File: config.mk
export PLATFORM = sky130hd
export DESIGN_NAME = deser_ctrl_flat
export DESIGN_NICKNAME = d
export VERILOG_FILES = /design/src/rtl/deser_ctrl_if.sv /design/src/rtl/deser_ctrl.sv /design/src/flat_wrapper.sv
export SDC_FILE = /design/constraint.sdc
export NUM_CORES = 1
export LEC_CHECK = 0
export CORE_ASPECT_RATIO = 0.9
export CORE_MARGIN = 2
export CORE_UTILIZATION = 63
export DETAILED_ROUTE_END_ITERATION = 16
export DONT_BUFFER_PORTS = 1
export PLACE_DENSITY = 0.82
export SLEW_MARGIN = 20
export SYNTH_ARGS = -nofsm -noshare
export SYNTH_HDL_FRONTEND = slang
export SYNTH_SLANG_ARGS = --single-unit
File: constraint.sdc
create_clock -name CLK -period 10.5 [get_ports CLK]
set_input_delay 2.625 -clock CLK [delete_from_list [all_inputs] [get_ports CLK]]
set_output_delay 2.625 -clock CLK [all_outputs]
set_load 0.01 [all_outputs]
File: src/rtl/deser_ctrl_if.sv
// Handshake bundle for deser_ctrl: sample input stream, frame output stream, flush and fill status.
// The master modport is the collector itself; slave is the producer/consumer side.
interface deser_ctrl_if #(
  parameter int BIT_WIDTH = 32,
  parameter int N_SAMPLES = 8
);
  localparam int CW = $clog2(N_SAMPLES + 1);

  logic                           recv_val;
  logic                           recv_rdy;
  logic [BIT_WIDTH-1:0]           recv_msg;
  logic                           flush;
  logic                           send_val;
  logic                           send_rdy;
  logic [N_SAMPLES*BIT_WIDTH-1:0] send_msg;
  logic [CW-1:0]                  send_count;
  logic [CW-1:0]                  fill_level;

  modport master (
    input  recv_val, recv_msg, flush, send_rdy,
    output recv_rdy, send_val, send_msg, send_count, fill_level
  );

  modport slave (
    output recv_val, recv_msg, flush, send_rdy,
    input  recv_rdy, send_val, send_msg, send_count, fill_level
  );
endinterface

File: src/rtl/deser_ctrl.sv
// Serial-to-parallel collector: packs N_SAMPLES samples into one frame, holds it until accepted,
// and can flush a zero-padded partial frame carrying its valid-slot count.
module deser_ctrl #(
  parameter int BIT_WIDTH = 32,
  parameter int N_SAMPLES = 8
) (
  input  logic         CLK,
  input  logic         RESET,
  deser_ctrl_if.master io
);
  localparam int IW = $clog2(N_SAMPLES);
  localparam int CW = $clog2(N_SAMPLES + 1);

  typedef enum logic {FILL, FULL} state_t;

  state_t                                 state, state_nxt;
  logic [IW-1:0]                          index;
  logic [CW-1:0]                          count;
  logic [N_SAMPLES-1:0][BIT_WIDTH-1:0]    slots;
  logic                                   recv_fire;
  logic                                   send_fire;
  logic                                   last_slot;

  assign recv_fire = io.recv_val && (state == FILL);
  assign send_fire = io.send_rdy && (state == FULL);
  assign last_slot = (index == IW'(N_SAMPLES - 1));

  always_ff @(posedge CLK or posedge RESET) begin
    if (RESET) state <= FILL;
    else       state <= state_nxt;
  end

  // NOTE: combinational blocks assign every output a default first so no path can infer a latch.
  always_comb begin
    state_nxt = state;
    unique case (state)
      FILL: if ((recv_fire && (last_slot || io.flush)) || (io.flush && index != '0))
              state_nxt = FULL;
      FULL: if (send_fire) state_nxt = FILL;
    endcase
  end

  // Handshake outputs depend only on the state register.
  always_comb begin
    io.recv_rdy   = (state == FILL);
    io.send_val   = (state == FULL);
    io.fill_level = (state == FILL) ? CW'(index) : count;
  end

  // NOTE: the slot bank is reset (and cleared after each frame) because unwritten slots of a
  // flushed frame must read as zero; state uses non-blocking assignments throughout.
  always_ff @(posedge CLK or posedge RESET) begin
    if (RESET) begin
      index <= '0;
      count <= '0;
      slots <= '0;
    end else if (state == FILL) begin
      if (recv_fire) begin
        slots[index] <= io.recv_msg;
        index        <= index + IW'(1);
        if (last_slot || io.flush) count <= CW'(index) + CW'(1);
      end else if (io.flush && index != '0) begin
        count <= CW'(index);
      end
    end else if (send_fire) begin
      index <= '0;
      count <= '0;
      slots <= '0;
    end
  end

  assign io.send_msg   = slots;
  assign io.send_count = count;
endmodule

File: src/flat_wrapper.sv
// flat-port wrapper written by rule: the top's interface ports become plain ports
module deser_ctrl_flat 
#(
  parameter int BIT_WIDTH = 32,
  parameter int N_SAMPLES = 8
)
  (CLK, RESET, io_recv_val, io_recv_msg, io_flush, io_send_rdy, io_recv_rdy, io_send_val, io_send_msg, io_send_count, io_fill_level);
  deser_ctrl_if #(.BIT_WIDTH(BIT_WIDTH), .N_SAMPLES(N_SAMPLES)) io_i ();
  input  logic CLK;
  input  logic RESET;
  input wire logic [$bits(io_i.recv_val)-1:0] io_recv_val;
  input wire logic [$bits(io_i.recv_msg)-1:0] io_recv_msg;
  input wire logic [$bits(io_i.flush)-1:0] io_flush;
  input wire logic [$bits(io_i.send_rdy)-1:0] io_send_rdy;
  output wire logic [$bits(io_i.recv_rdy)-1:0] io_recv_rdy;
  output wire logic [$bits(io_i.send_val)-1:0] io_send_val;
  output wire logic [$bits(io_i.send_msg)-1:0] io_send_msg;
  output wire logic [$bits(io_i.send_count)-1:0] io_send_count;
  output wire logic [$bits(io_i.fill_level)-1:0] io_fill_level;
  assign io_i.recv_val = io_recv_val;
  assign io_i.recv_msg = io_recv_msg;
  assign io_i.flush = io_flush;
  assign io_i.send_rdy = io_send_rdy;
  assign io_recv_rdy = io_i.recv_rdy;
  assign io_send_val = io_i.send_val;
  assign io_send_msg = io_i.send_msg;
  assign io_send_count = io_i.send_count;
  assign io_fill_level = io_i.fill_level;
  deser_ctrl #(.BIT_WIDTH(BIT_WIDTH), .N_SAMPLES(N_SAMPLES)) u_core (.CLK(CLK), .RESET(RESET), .io(io_i));
endmodule
==> results.json <==
{
  "rr_worst_depth": 6,
  "gr-usage-all-layers_pct": 33.9,
  "rows": 43,
  "tightest_slew_ns": 1.14,
  "design.core.area_um2": 15300,
  "maxCapViolations": 0,
  "fp.dieW_um": 136,
  "antenna_found_initial": 0,
  "gp_congestion": 0.876,
  "syn_area_per_cell_um2": 12.9,
  "crit_path_start_kind": "input pin",
  "clock-root-buffer": "clkbuf_16",
  "cts_resized": 0,
  "netlist_instances": 759,
  "synth_fp_nets": 799,
  "slew_headroom_pct": 24.1,
  "switching_power_w": 0.00117,
  "io_pins": 303,
  "cts_buffer_depth": 3,
  "clk_latency_ns": 0.52,
  "switching_share_pct": 36.5,
  "holdPathStages": 2,
  "fin_nets": 778,
  "cts_tree": "yes",
  "crit_family": "simple AND/OR/NAND/NOR gates",
  "drt-total-wl_um": 28200,
  "power_frac_seq_pct": 52.6,
  "slowest_stage": "and2_1",
  "min_path_type": "reg -> reg",
  "r2r-start": "u_core.io.send_val$_DFF_PP0_",
  "cp.depth": 5,
  "vias": 6874,
  "ant_nets": 0,
  "cp_num_buf_inv": 1,
  "grt_pass1_vias": 7044,
  "slowest_delay_ns": 0.82,
  "cp_data_arrival_time_ns": 5.08,
  "fin_area_um2": 10800,
  "p_comb_share_pct": 20.0,
  "port_buffers": 0,
  "hold_viol_final": 0,
  "startpoint": "io_recv_val",
  "critPathKind": "in -> reg",
  "rsz0062_at_grt": "false",
  "drc": 0,
  "start_util_pct": 64.1,
  "irDropWorstVdd_uv": 187,
  "drt_iter0_markers": 634,
  "status": "complete, no violations",
  "routed_via_density": 7.17,
  "firstDrtPassIters": 5,
  "syn_area_um2": 9820,
  "ff_latch_area_um2": 6610,
  "grtUsageMet3_pct": 10.0,
  "multi_input_area_um2": 3050,
  "fmax_mhz": 213,
  "min_from": "u_core.io.send_msg[183]$_DFFE_PP0P_",
  "clock_sink_count": 264,
  "finalSetupTns_ns": 0,
  "ys.warnings.count": 0,
  "use_met2_pct": 52.1,
  "grt_pass1_wl_um": 42500,
  "clk_pin_slew_ns": 0.06,
  "leakagePower_nw": 5.17,
  "pwr-share-clk_pct": 27.4,
  "setup_viol": 0,
  "grt_busiest_layer": "met2",
  "period_needed_ns": 4.69,
  "end_kind": "flop",
  "overflow": 0,
  "post_cts_buffers": 0,
  "drv_slew": 0,
  "antenna_cells": 0,
  "yosysUniqueCellTypes": 29,
  "h-tree-depth": 1,
  "path_cells": "nor3b_1 -> and2_1 -> buf_4 -> nor2_4 -> a22o_1",
  "fin_crit_sh_pct": 44.6,
  "cts_buffers": 25,
  "fill_cells": 1025,
  "area_growth_pct": 10.1,
  "drive_gt1_share_pct": 8.98,
  "grt_max_degree": 127,
  "grt.met1_usage_pct": 46.1,
  "synth_seq_area_share_pct": 67.3,
  "clock_skew_ns": 0.0125,
  "place.detailed.hpwl_um": 18500,
  "die_h_um": 122,
  "power.density_nw_per_um2": 296,
  "dieArea_um2": 16600,
  "synth-seq-cells": 264,
  "cp.required_ns": 10.89,
  "timing.reg2reg.setup_slack_ns": 7.04,
  "internal_power_w": 0.00203,
  "wl_per_cell_um": 29.4,
  "hold_buffers": 0,
  "cp_max_fo": 32,
  "dpl_cell_area_um2": 10000
}
==> through the flow <==
stage	cells	total power, W	utilization, %	setup WS [ns]	hold WS (ns)
2_1_floorplan	759	0.00206	-	0.606	0.516
3_5_place_dp	913	0.00232	65.3	5.33	0.545
3_3_place_gp	913	0.00228	65.3	5.49	0.534
4_1_cts	959	0.00319	70.5	5.88	0.559
6_report	959	0.00320	70.5	5.81	0.556
5_1_grt	959	0.00333	70.5	5.68	0.576
==> sequential cells by signal, indices dropped and copies added (netlist names) <==
signal	count
u_core.io.send_msg	256
u_core.io.send_count	4
u_core.index	3
u_core.io.send_val	1
==> area by class of cell <==
type	instances	area share, %
Clock buffer	38	6.70
Clock inverter	8	0.671
Inverter	4	0.208
Multi-Input combinational cell	432	28.2
Sequential cell	264	61.1
Tap cell	202	2.34
Timing Repair Buffer	11	0.798
==> placed cells by master, fill, tap and decap left out, types with 2 or more instances in the layout <==
cell type  netlist  final
dfrtp_1        264    263
a22o_1         177    177
nand2_1         89     89
o21ai_0         56     56
nor2b_1         34     34
o2bb2ai_1       27     27
clkbuf_16        0     25
buf_4            0     10
clkbuf_1        34      8
nor2_1          10      6
a21oi_4          0      5
nand2b_1         5      5
mux2_2           5      5
clkinv_2         0      5
clkbuf_8         0      5
and2_1           3      3
inv_1            4      3
nor2_2           0      3
a21oi_1          8      3
ha_1             3      3
nor3_4           0      2
inv_6            0      2
==> kinds of logic (layout without fill, tap and decap cells) <==
kind of cell / count (synthesis) / after routing / synth area share (%)
AO/OA/AOI/OAI: 273 / 273 / 21.8
flip-flops: 264 / 264 / 67.3
AND/OR/NAND/NOR: 149 / 149 / 7.06
buffers and inverters: 63 / 61 / 2.73
multiplexers: 6 / 6 / 0.675
adder cells (fa/ha/maj): 3 / 3 / 0.382
XOR/XNOR: 1 / 1 / 0.0892
==> power groups by stage <==
| stage | registers [W] | clock network [W] | logic [W] |
|---|---|---|---|
| 5_1_grt | 0.00171 | 0.000924 | 0.000700 |
| 4_1_cts | 0.00168 | 0.000881 | 0.000632 |
| 6_report | 0.00169 | 0.000878 | 0.000641 |
| 2_1_floorplan | 0.00158 | 0 | 0.000478 |
| 3_3_place_gp | 0.00169 | 0 | 0.000589 |
| 3_5_place_dp | 0.00169 | 0 | 0.000630 |
==> path summary, 6_finish.rpt <==
path,endpoint
setup / recovery,u_core.io.send_msg[87]$_DFFE_PP0P_
hold / removal,u_core.io.send_msg[183]$_DFFE_PP0P_
setup reg to reg,u_core.io.send_msg[87]$_DFFE_PP0P_
hold reg to reg,u_core.io.send_msg[183]$_DFFE_PP0P_
max in group asynchronous,u_core.io.send_msg[75]$_DFFE_PP0P_
min in group asynchronous,u_core.io.send_msg[122]$_DFFE_PP0P_
==> cells in the mapped netlist <==
master,n,share of area (%)
dfrtp_1,264,67
a22o_1,177,16
nand2_1,89,3.4
o21ai_0,56,2.9
clkbuf_1,34,1.3
nor2b_1,34,2.2
o2bb2ai_1,27,2.4
buf_2,25,1.3
nor2_1,10,0.38
a21oi_1,8,0.41
mux2_2,5,0.57
nand2b_1,5,0.32
inv_1,4,0.15
and2_1,3,0.19
ha_1,3,0.38
nor3_2,2,0.20
a211oi_1,1,0.076
a311oi_1,1,0.089
a31oi_1,1,0.064
and3_1,1,0.064
and3b_1,1,0.089
mux2i_1,1,0.10
nand3_1,1,0.051
nor3_1,1,0.051
nor3b_1,1,0.076
o22ai_1,1,0.064
o31ai_1,1,0.076
or2_1,1,0.064
xnor2_1,1,0.089
==> worst reg2reg max path, stage by stage, from the launching register on <==
cell	delay, ns
dfrtp_2	0.43
buf_4	0.33
nor3b_1	0.89
and2_1	0.82
buf_4	0.37
nor2_4	0.20
a22o_1	0.30
==> metal layers <==
metal | wire length, um | part of all wire, % | vias up
met5 | 0 | 0 | -
met4 | 1170 | 4.2 | 0
met3 | 3220 | 11 | 94
met2 | 13000 | 46 | 499
met1 | 10800 | 38 | 3549
li1 | - | - | 2732
(Power assumes the default switching activity.)
